<file path="config.mk">
export PLATFORM = sky130hd
export DESIGN_NAME = sfm_cast_out_ctrl_flat
export DESIGN_NICKNAME = d
export VERILOG_FILES = /design/src/rtl/sfm_cast_out_ctrl_pkg.sv /design/src/rtl/sfm_cast_out_ctrl_if.sv /design/src/rtl/sfm_cast_out_ctrl_packer.sv /design/src/rtl/sfm_cast_out_ctrl.sv /design/src/flat_wrapper.sv
export SDC_FILE = /design/constraint.sdc
export NUM_CORES = 1
export LEC_CHECK = 0
export ABC_AREA = 1
export BUFFER_PORTS_ARGS = -buffer_cell sky130_fd_sc_hd__buf_2
export CELL_PAD_IN_SITES_DETAIL_PLACEMENT = 2
export CELL_PAD_IN_SITES_GLOBAL_PLACEMENT = 2
export CORE_UTILIZATION = 25
export CTS_CLUSTER_DIAMETER = 150
export DETAILED_ROUTE_END_ITERATION = 8
export GPL_TIMING_DRIVEN = 0
export PLACE_DENSITY = 0.78
export REMOVE_ABC_BUFFERS = 1
export SKIP_LAST_GASP = 1
export SLEW_MARGIN = 20
export SYNTH_ARGS = -nofsm -noshare
export SYNTH_HDL_FRONTEND = slang
export SYNTH_HIERARCHICAL = 1
export SYNTH_SLANG_ARGS = --single-unit
</file>
<file path="constraint.sdc">
create_clock -name clk_i -period 3.2 [get_ports clk_i]
set_input_delay 0.48 -clock clk_i [delete_from_list [all_inputs] [get_ports clk_i]]
set_output_delay 0.48 -clock clk_i [all_outputs]
set_load 0.02 [all_outputs]
</file>
<file path="src/rtl/sfm_cast_out_ctrl_pkg.sv">
`default_nettype none
// ============================================================================
// Module   : sfm_cast_out_ctrl_pkg
// Brief    : Shared types and helpers for the softmax output cast sequencer.
// Revision : 1.0 - initial release
// ============================================================================
package sfm_cast_out_ctrl_pkg;

    localparam int unsigned DATA_W     = 128;
    localparam int unsigned INT_BITS_W = 5;

    typedef struct packed {
        logic                  enable;
        logic                  is_signed;
        logic [INT_BITS_W-1:0] int_bits;
    } cast_ctrl_t;

    typedef enum logic [1:0] {
        IDLE  = 2'd0,
        RUN   = 2'd1,
        FLUSH = 2'd2,
        DONE  = 2'd3
    } cast_fsm_state_t;

    // Number of casted lanes that fit in one floating-point lane
    function automatic int unsigned pack_factor(input int unsigned fp_w, input int unsigned int_w);
        return fp_w / int_w;
    endfunction

endpackage
`default_nettype wire

</file>
<file path="src/rtl/sfm_cast_out_ctrl_if.sv">
`default_nettype none
// ============================================================================
// Module   : sfm_cast_out_ctrl_if
// Brief    : Valid/ready stream bundle with data and byte strobes.
// Revision : 1.0 - initial release
// ============================================================================
interface sfm_cast_out_ctrl_if #(
    parameter int unsigned DATA_WIDTH = sfm_cast_out_ctrl_pkg::DATA_W
);

    logic                    valid;
    logic                    ready;
    logic [DATA_WIDTH-1:0]   data;
    logic [DATA_WIDTH/8-1:0] strb;

    modport master (output valid, output data, output strb, input ready);
    modport slave  (input valid, input data, input strb, output ready);

endinterface
`default_nettype wire

</file>
<file path="src/rtl/sfm_cast_out_ctrl_packer.sv">
`default_nettype none
// ============================================================================
// Module   : sfm_cast_out_ctrl_packer
// Brief    : Slot buffer, output register and strobe assembly for the packer.
// Revision : 1.0 - initial release
// ============================================================================
module sfm_cast_out_ctrl_packer
    import sfm_cast_out_ctrl_pkg::*;
#(
    parameter int unsigned DATA_WIDTH = DATA_W,
    parameter int unsigned PACK       = 2
) (
    input  logic                    clk_i,
    input  logic                    rst_i,
    input  logic                    pack_en_i,
    input  logic                    in_hs_i,
    input  logic [DATA_WIDTH-1:0]   in_data_i,
    input  logic [DATA_WIDTH/8-1:0] in_strb_i,
    input  logic                    flush_i,
    output logic                    slot_last_o,
    output logic                    out_free_o,
    output logic                    out_valid_o,
    sfm_cast_out_ctrl_if.master     stream_o
);

    localparam int unsigned NW     = DATA_WIDTH / PACK;
    localparam int unsigned NB     = NW / 8;
    localparam int unsigned SLOT_W = (PACK > 1) ? $clog2(PACK) : 1;
    localparam logic [SLOT_W-1:0] SLOT_LAST = SLOT_W'(PACK - 1);

    logic [SLOT_W-1:0]           slot_q, slot_d;
    logic [PACK-1:0][NW-1:0]     buf_data_q, buf_data_d;
    logic [PACK-1:0][NB-1:0]     buf_strb_q, buf_strb_d;
    logic                        valid_q, valid_d;
    logic [DATA_WIDTH-1:0]       data_q, data_d;
    logic [DATA_WIDTH/8-1:0]     strb_q, strb_d;

    logic [DATA_WIDTH-1:0]       w_pack_data, w_flush_data;
    logic [DATA_WIDTH/8-1:0]     w_pack_strb, w_flush_strb;
    logic                        w_slot_last;

    assign w_slot_last = (slot_q == SLOT_LAST);

    // Slot 0 lands in the LSBs; the top slot comes straight from the input
    for (genvar g = 0; g < PACK; g++) begin : g_slot
        if (g == PACK - 1) begin : g_in
            assign w_pack_data[g*NW +: NW] = in_data_i[NW-1:0];
            assign w_pack_strb[g*NB +: NB] = in_strb_i[NB-1:0];
        end else begin : g_buf
            assign w_pack_data[g*NW +: NW] = buf_data_q[g];
            assign w_pack_strb[g*NB +: NB] = buf_strb_q[g];
        end
        assign w_flush_data[g*NW +: NW] = (SLOT_W'(g) < slot_q) ? buf_data_q[g] : '0;
        assign w_flush_strb[g*NB +: NB] = (SLOT_W'(g) < slot_q) ? buf_strb_q[g] : '0;
    end

    always_comb begin
        slot_d     = slot_q;
        buf_data_d = buf_data_q;
        buf_strb_d = buf_strb_q;
        valid_d    = valid_q;
        data_d     = data_q;
        strb_d     = strb_q;

        if (stream_o.ready) begin
            valid_d = 1'b0;
        end

        if (in_hs_i && pack_en_i) begin
            if (w_slot_last) begin
                valid_d = 1'b1;
                data_d  = w_pack_data;
                strb_d  = w_pack_strb;
                slot_d  = '0;
            end else begin
                buf_data_d[slot_q] = in_data_i[NW-1:0];
                buf_strb_d[slot_q] = in_strb_i[NB-1:0];
                slot_d             = slot_q + SLOT_W'(1);
            end
        end else if (in_hs_i) begin
            valid_d = 1'b1;
            data_d  = in_data_i;
            strb_d  = in_strb_i;
        end else if (flush_i) begin
            valid_d = 1'b1;
            data_d  = w_flush_data;
            strb_d  = w_flush_strb;
            slot_d  = '0;
        end
    end

    always_ff @(posedge clk_i) begin
        if (rst_i) begin
            slot_q     <= '0;
            buf_data_q <= '0;
            buf_strb_q <= '0;
            valid_q    <= 1'b0;
            data_q     <= '0;
            strb_q     <= '0;
        end else begin
            slot_q     <= slot_d;
            buf_data_q <= buf_data_d;
            buf_strb_q <= buf_strb_d;
            valid_q    <= valid_d;
            data_q     <= data_d;
            strb_q     <= strb_d;
        end
    end

    assign stream_o.valid = valid_q;
    assign stream_o.data  = data_q;
    assign stream_o.strb  = strb_q;

    assign slot_last_o = w_slot_last;
    assign out_free_o  = !valid_q || stream_o.ready;
    assign out_valid_o = valid_q;

endmodule
`default_nettype wire

</file>
<file path="src/rtl/sfm_cast_out_ctrl.sv">
`default_nettype none
// ============================================================================
// Module   : sfm_cast_out_ctrl
// Brief    : Job sequencer for the softmax integer cast stage: latches the cast
//            configuration, counts input beats and packs narrow results.
// Revision : 1.0 - initial release
// ============================================================================
module sfm_cast_out_ctrl
    import sfm_cast_out_ctrl_pkg::*;
#(
    parameter int unsigned DATA_WIDTH = DATA_W,
    parameter int unsigned FP_WIDTH   = 16,
    parameter int unsigned INT_WIDTH  = 8,
    parameter int unsigned CNT_WIDTH  = 32
) (
    input  logic                 clk_i,
    input  logic                 rst_i,
    input  logic                 start_i,
    input  cast_ctrl_t           ctrl_i,
    input  logic [CNT_WIDTH-1:0] length_i,
    output cast_ctrl_t           cast_ctrl_o,
    output logic                 busy_o,
    output logic                 done_o,
    sfm_cast_out_ctrl_if.slave   stream_i,
    sfm_cast_out_ctrl_if.master  stream_o
);

    localparam int unsigned NUM_ROWS = DATA_WIDTH / FP_WIDTH;
    localparam int unsigned PACK     = pack_factor(FP_WIDTH, INT_WIDTH);

    cast_fsm_state_t      state_q, state_d;
    logic [CNT_WIDTH-1:0] beat_q, beat_d;
    cast_ctrl_t           ctrl_q, ctrl_d;
    logic                 done_q, done_d;

    logic [CNT_WIDTH-1:0] w_beats;
    logic                 w_in_ready;
    logic                 w_in_hs;
    logic                 w_flush;
    logic                 w_slot_last;
    logic                 w_out_free;
    logic                 w_out_valid;

    // Input beats per job: ceil(length / NUM_ROWS)
    assign w_beats = (length_i / CNT_WIDTH'(NUM_ROWS))
                   + CNT_WIDTH'((length_i % CNT_WIDTH'(NUM_ROWS)) != '0);

    // Filling a buffer slot never needs the output register
    assign w_in_ready = (state_q == RUN) && (beat_q != '0)
                     && ((ctrl_q.enable && !w_slot_last) || w_out_free);
    assign w_in_hs    = stream_i.valid && w_in_ready;
    assign stream_i.ready = w_in_ready;

    always_comb begin
        state_d = state_q;
        beat_d  = beat_q;
        ctrl_d  = ctrl_q;
        done_d  = 1'b0;
        w_flush = 1'b0;

        case (state_q)
            IDLE: begin
                if (start_i) begin
                    ctrl_d  = ctrl_i;
                    beat_d  = w_beats;
                    state_d = (length_i == '0) ? DONE : RUN;
                end
            end
            RUN: begin
                if (w_in_hs) begin
                    beat_d = beat_q - CNT_WIDTH'(1);
                    if (beat_q == CNT_WIDTH'(1)) begin
                        state_d = (!ctrl_q.enable || w_slot_last) ? DONE : FLUSH;
                    end
                end
            end
            FLUSH: begin
                if (w_out_free) begin
                    w_flush = 1'b1;
                    state_d = DONE;
                end
            end
            DONE: begin
                if (!w_out_valid) begin
                    done_d  = 1'b1;
                    state_d = IDLE;
                end
            end
            default: state_d = IDLE;
        endcase
    end

    always_ff @(posedge clk_i) begin
        if (rst_i) begin
            state_q <= IDLE;
            beat_q  <= '0;
            ctrl_q  <= '0;
            done_q  <= 1'b0;
        end else begin
            state_q <= state_d;
            beat_q  <= beat_d;
            ctrl_q  <= ctrl_d;
            done_q  <= done_d;
        end
    end

    sfm_cast_out_ctrl_packer #(
        .DATA_WIDTH (DATA_WIDTH),
        .PACK       (PACK)
    ) u_packer (
        .clk_i       (clk_i),
        .rst_i       (rst_i),
        .pack_en_i   (ctrl_q.enable),
        .in_hs_i     (w_in_hs),
        .in_data_i   (stream_i.data),
        .in_strb_i   (stream_i.strb),
        .flush_i     (w_flush),
        .slot_last_o (w_slot_last),
        .out_free_o  (w_out_free),
        .out_valid_o (w_out_valid),
        .stream_o    (stream_o)
    );

    assign cast_ctrl_o = ctrl_q;
    assign busy_o      = (state_q != IDLE);
    assign done_o      = done_q;

endmodule
`default_nettype wire

</file>
<file path="src/flat_wrapper.sv">
// flat-port wrapper written by rule: the top's interface ports become plain ports
module sfm_cast_out_ctrl_flat import sfm_cast_out_ctrl_pkg::*;
#(
    parameter int unsigned DATA_WIDTH = DATA_W,
    parameter int unsigned FP_WIDTH   = 16,
    parameter int unsigned INT_WIDTH  = 8,
    parameter int unsigned CNT_WIDTH  = 32
)
  (clk_i, rst_i, start_i, ctrl_i, length_i, cast_ctrl_o, busy_o, done_o, stream_i_valid, stream_i_data, stream_i_strb, stream_i_ready, stream_o_valid, stream_o_data, stream_o_strb, stream_o_ready);
  sfm_cast_out_ctrl_if #(.DATA_WIDTH(DATA_WIDTH)) stream_i_i ();
  sfm_cast_out_ctrl_if #(.DATA_WIDTH(DATA_WIDTH)) stream_o_i ();
  input  logic clk_i;
  input  logic rst_i;
  input  logic start_i;
  input  cast_ctrl_t ctrl_i;
  input  logic [CNT_WIDTH-1:0] length_i;
  output cast_ctrl_t cast_ctrl_o;
  output logic busy_o;
  output logic done_o;
  input wire logic [$bits(stream_i_i.valid)-1:0] stream_i_valid;
  input wire logic [$bits(stream_i_i.data)-1:0] stream_i_data;
  input wire logic [$bits(stream_i_i.strb)-1:0] stream_i_strb;
  output wire logic [$bits(stream_i_i.ready)-1:0] stream_i_ready;
  output wire logic [$bits(stream_o_i.valid)-1:0] stream_o_valid;
  output wire logic [$bits(stream_o_i.data)-1:0] stream_o_data;
  output wire logic [$bits(stream_o_i.strb)-1:0] stream_o_strb;
  input wire logic [$bits(stream_o_i.ready)-1:0] stream_o_ready;
  assign stream_i_i.valid = stream_i_valid;
  assign stream_i_i.data = stream_i_data;
  assign stream_i_i.strb = stream_i_strb;
  assign stream_i_ready = stream_i_i.ready;
  assign stream_o_valid = stream_o_i.valid;
  assign stream_o_data = stream_o_i.data;
  assign stream_o_strb = stream_o_i.strb;
  assign stream_o_i.ready = stream_o_ready;
  sfm_cast_out_ctrl #(.DATA_WIDTH(DATA_WIDTH), .FP_WIDTH(FP_WIDTH), .INT_WIDTH(INT_WIDTH), .CNT_WIDTH(CNT_WIDTH)) u_core (.clk_i(clk_i), .rst_i(rst_i), .start_i(start_i), .ctrl_i(ctrl_i), .length_i(length_i), .cast_ctrl_o(cast_ctrl_o), .busy_o(busy_o), .done_o(done_o), .stream_i(stream_i_i), .stream_o(stream_o_i));
endmodule
</file>
==> reports/metrics.yaml <==
fin_total_pwr_w: 0.0200
antenna_found_initial: 3
core.rowCount: 87
synth.top_cell.area_share: 0.363
cp_cell_sequence: "ha_4, clkinvlp_4, nor2_1, nand3_4, inv_16, inv_4, nand2_8, buf_16, nand2_8, buf_16, buf_16, nand2_1, nand2_1, nor2_1"
synth_area_leaders: "dfxtp_1, nand2_1, nor2_1"
die_area_um2: 58300
cp.required_ns: 3.67
grt_max_degree: 94
endpoint_kind: "flop"
cts_inserted_buffers: 34
clock_path_buffers: 3
post-route-period-util: 0.959
drc: 0
max_slew_margin: 0.302
fin_crit_ns: 3.07
p_leak_nw: 9.07
worst_pin_slew_ns: 1.05
layout_setup_ws_ns: 0.131
crit_slowest_cell: "dfxtp_1"
async_flop_share: 0
firstDrtPassIters: 4
die_h_um: 242
max_freq_mhz: 326
rsz0062_at_grt: "false"
start_util: 0.254
status: "completed"
grt_pass1_vias: 18100
core_area_um2: 56500
cts_root_buffer: "clkbuf_16"
area_delta_synth_final_pct: 27.3
cts_sinks: 260
ir_drop_uv: 339
critPathBufInv: 6
place_congestion: 0.826
critPathTopFamily: "simple AND/OR/NAND/NOR gates"
syn_inst: 2430
wl_mm: 64.7
path_class: "flop to flop"
synth_edf_count: 0
cts_tree: "yes"
grt_overflow: 0
skew_ns: 0.0273
critPathMaxFanout: 34
ys_warn_count: 6
port_buffers: 342
hold_violations: 0
cts_htree_levels: 2
critPathMaxStageDelay_ns: 0.46
die_w_um: 242
netlist.top_cell.by_area: "dfxtp_1"
fill_cells: 6987
grtUsageTotal: 0.214
crit_arrival_ns: 3.53
ios: 343
syn_area_um2: 14300
maxCapViolCount: 0
slew_violations: 0
insertion_delay_ns: 0.55
vias_per_cell: 4.76
nets: 2907
cts.clk_slew.worst_paths_ns: 0.06
start_kind: "flop"
drive_gt1_frac: 0.168
ys_seq_elements: 260
grt_pass1_wl_mm: 100
finalSetupViolations: 0
p_per_area_nw_per_um2: 1090
dp_cells: 3416
hold_class: "input pin to flop"
detail-route-antenna-nets: 0
drtIter0Drc: 608
avgSynthCellArea_um2: 5.90
synth.distinct_cells: 40
crit_top_cell: "buf_16"
yosysSeqAreaShare: 0.363
wl_per_cell_um: 18.5
pre_cts_slack_ns: -1.63
final-instance-count-excl-fill: 3494
cts_hold_buf: 0
dpl.hpwl_mm: 43.8
vias: 16600
ys.flop_type: "dfxtp_1"
==> layer usage <==
layer / global-route usage / up-vias / routed length (µm)
li1: - / 7998 / -
met1: 0.259 / 8249 / 28500
met2: 0.389 / 311 / 32500
met3: 0.0290 / 81 / 2030
met4: 0.0673 / 0 / 1740
met5: 0 / - / 0
==> final timing paths <==
check / start / to / slack [ns] / cells after the start
setup / recovery: u_core/state_q[0] / u_core/u_packer/stream_o.data[66] / 0.13 / 14
hold / removal: ctrl_i[2] / u_core/cast_ctrl_o[2] / 0.21 / 3
setup reg to reg: u_core/state_q[0] / u_core/u_packer/stream_o.data[66] / 0.13 / 14
hold reg to reg: u_core/u_packer/buf_data_q[19] / u_core/u_packer/buf_data_q[19] / 0.46 / 2
==> per-stage QoR <==
| stage | hold slack [ns] | TNS, ns | instance area [µm²] | utilization |
|---|---|---|---|---|
| final | 0.212 | 0 | 18300 | 0.323 |
| after detailed placement | 0.449 | -243.95 | 16900 | 0.299 |
| after CTS | 0.185 | 0 | 18100 | 0.321 |
| after global routing | 0.217 | 0 | 18300 | 0.323 |
| after global placement | 0.439 | -2793.35 | 16400 | 0.290 |
| after floorplan | 0.432 | -1298.84 | 13700 | - |
==> sequential cells by signal (all words and copies together), names as in the netlist <==
name	count
u_core/cast_ctrl_o	7
u_core/u_packer/slot_last_o	1
u_core/u_packer/buf_strb_q	8
u_core/u_packer/stream_o.data	128
u_core/u_packer/out_valid_o	1
u_core/beat_q	32
u_core/u_packer/stream_o.strb	16
u_core/state_q	2
u_core/done_o	1
u_core/u_packer/buf_data_q	64
==> synthesized netlist by cell type (all sizes together), types with 2 or more instances <==
master / instances
dfxtp: 260
o22ai: 2
a21oi: 107
xnor2: 2
nor2: 506
o21ai: 113
clkbuf: 62
buf: 68
nand2: 741
xor2: 7
nand3b: 2
nand3: 210
o21bai: 3
inv: 301
nor3: 11
ha: 9
nand4: 15
nor4: 4
==> placed cells by master (no fill, tap or decap), types with 12 or more instances in the layout <==
cell,instances
nand4_1,15
clkbuf_16,39
dfxtp_1,259
buf_2,342
buf_16,12
o21ai_0,110
nand3_1,207
nor2_1,496
inv_1,294
nand2_1,733
a21oi_1,104
==> worst reg2reg max path: stages (launching register included) <==
cell        delay, ns
dfxtp_1          0.46
ha_4             0.22
clkinvlp_4       0.12
nor2_1           0.25
nand3_4          0.21
inv_16           0.22
inv_4            0.13
nand2_8          0.21
buf_16           0.26
nand2_8          0.17
buf_16           0.23
buf_16           0.18
nand2_1          0.10
nand2_1          0.06
nor2_1           0.17
==> what timing repair did <==
item / 4_1_cts / 5_1_grt
pin swaps: 3 / 1
setup endpoints to repair: 218 / 64
gates cloned: 6 / 5
buffers inserted: 3 / 0
resized for setup: 11 / 1
==> power by group <==
group	internal [W]	switching (W)
combinational	0.00346	0.00761
clock	0.00221	0.00157
sequential	0.00443	0.000700
total	0.0101	0.00988
==> cell type report <==
type	count	area [µm²]	share of cell area
Clock buffer	54	1030	0.0562
Clock inverter	6	58.8	0.00322
Multi-Input combinational cell	1743	7530	0.412
Tap cell	756	946	0.0518
Antenna cell	4	10.0	0.000548
Sequential cell	260	5210	0.285
Timing Repair Buffer	368	2320	0.127
Timing Repair inverter	1	5.00	0.000274
Inverter	302	1170	0.0638
==> cell families (layout without fill, tap and decap cells) <==
family / Yosys count / count (layout) / synth area share
and+or+nand+nor: 1491 / 1496 / 0.421
buffers and inverters: 432 / 731 / 0.120
DFF: 260 / 260 / 0.363
AOI/OAI and AO/OA: 229 / 229 / 0.0826
adders and majority gates: 9 / 9 / 0.00785
xor gates and xnor gates: 9 / 9 / 0.00550
other: 0 / 4 / 0
Note: power is estimated with default switching activity, not from simulation.
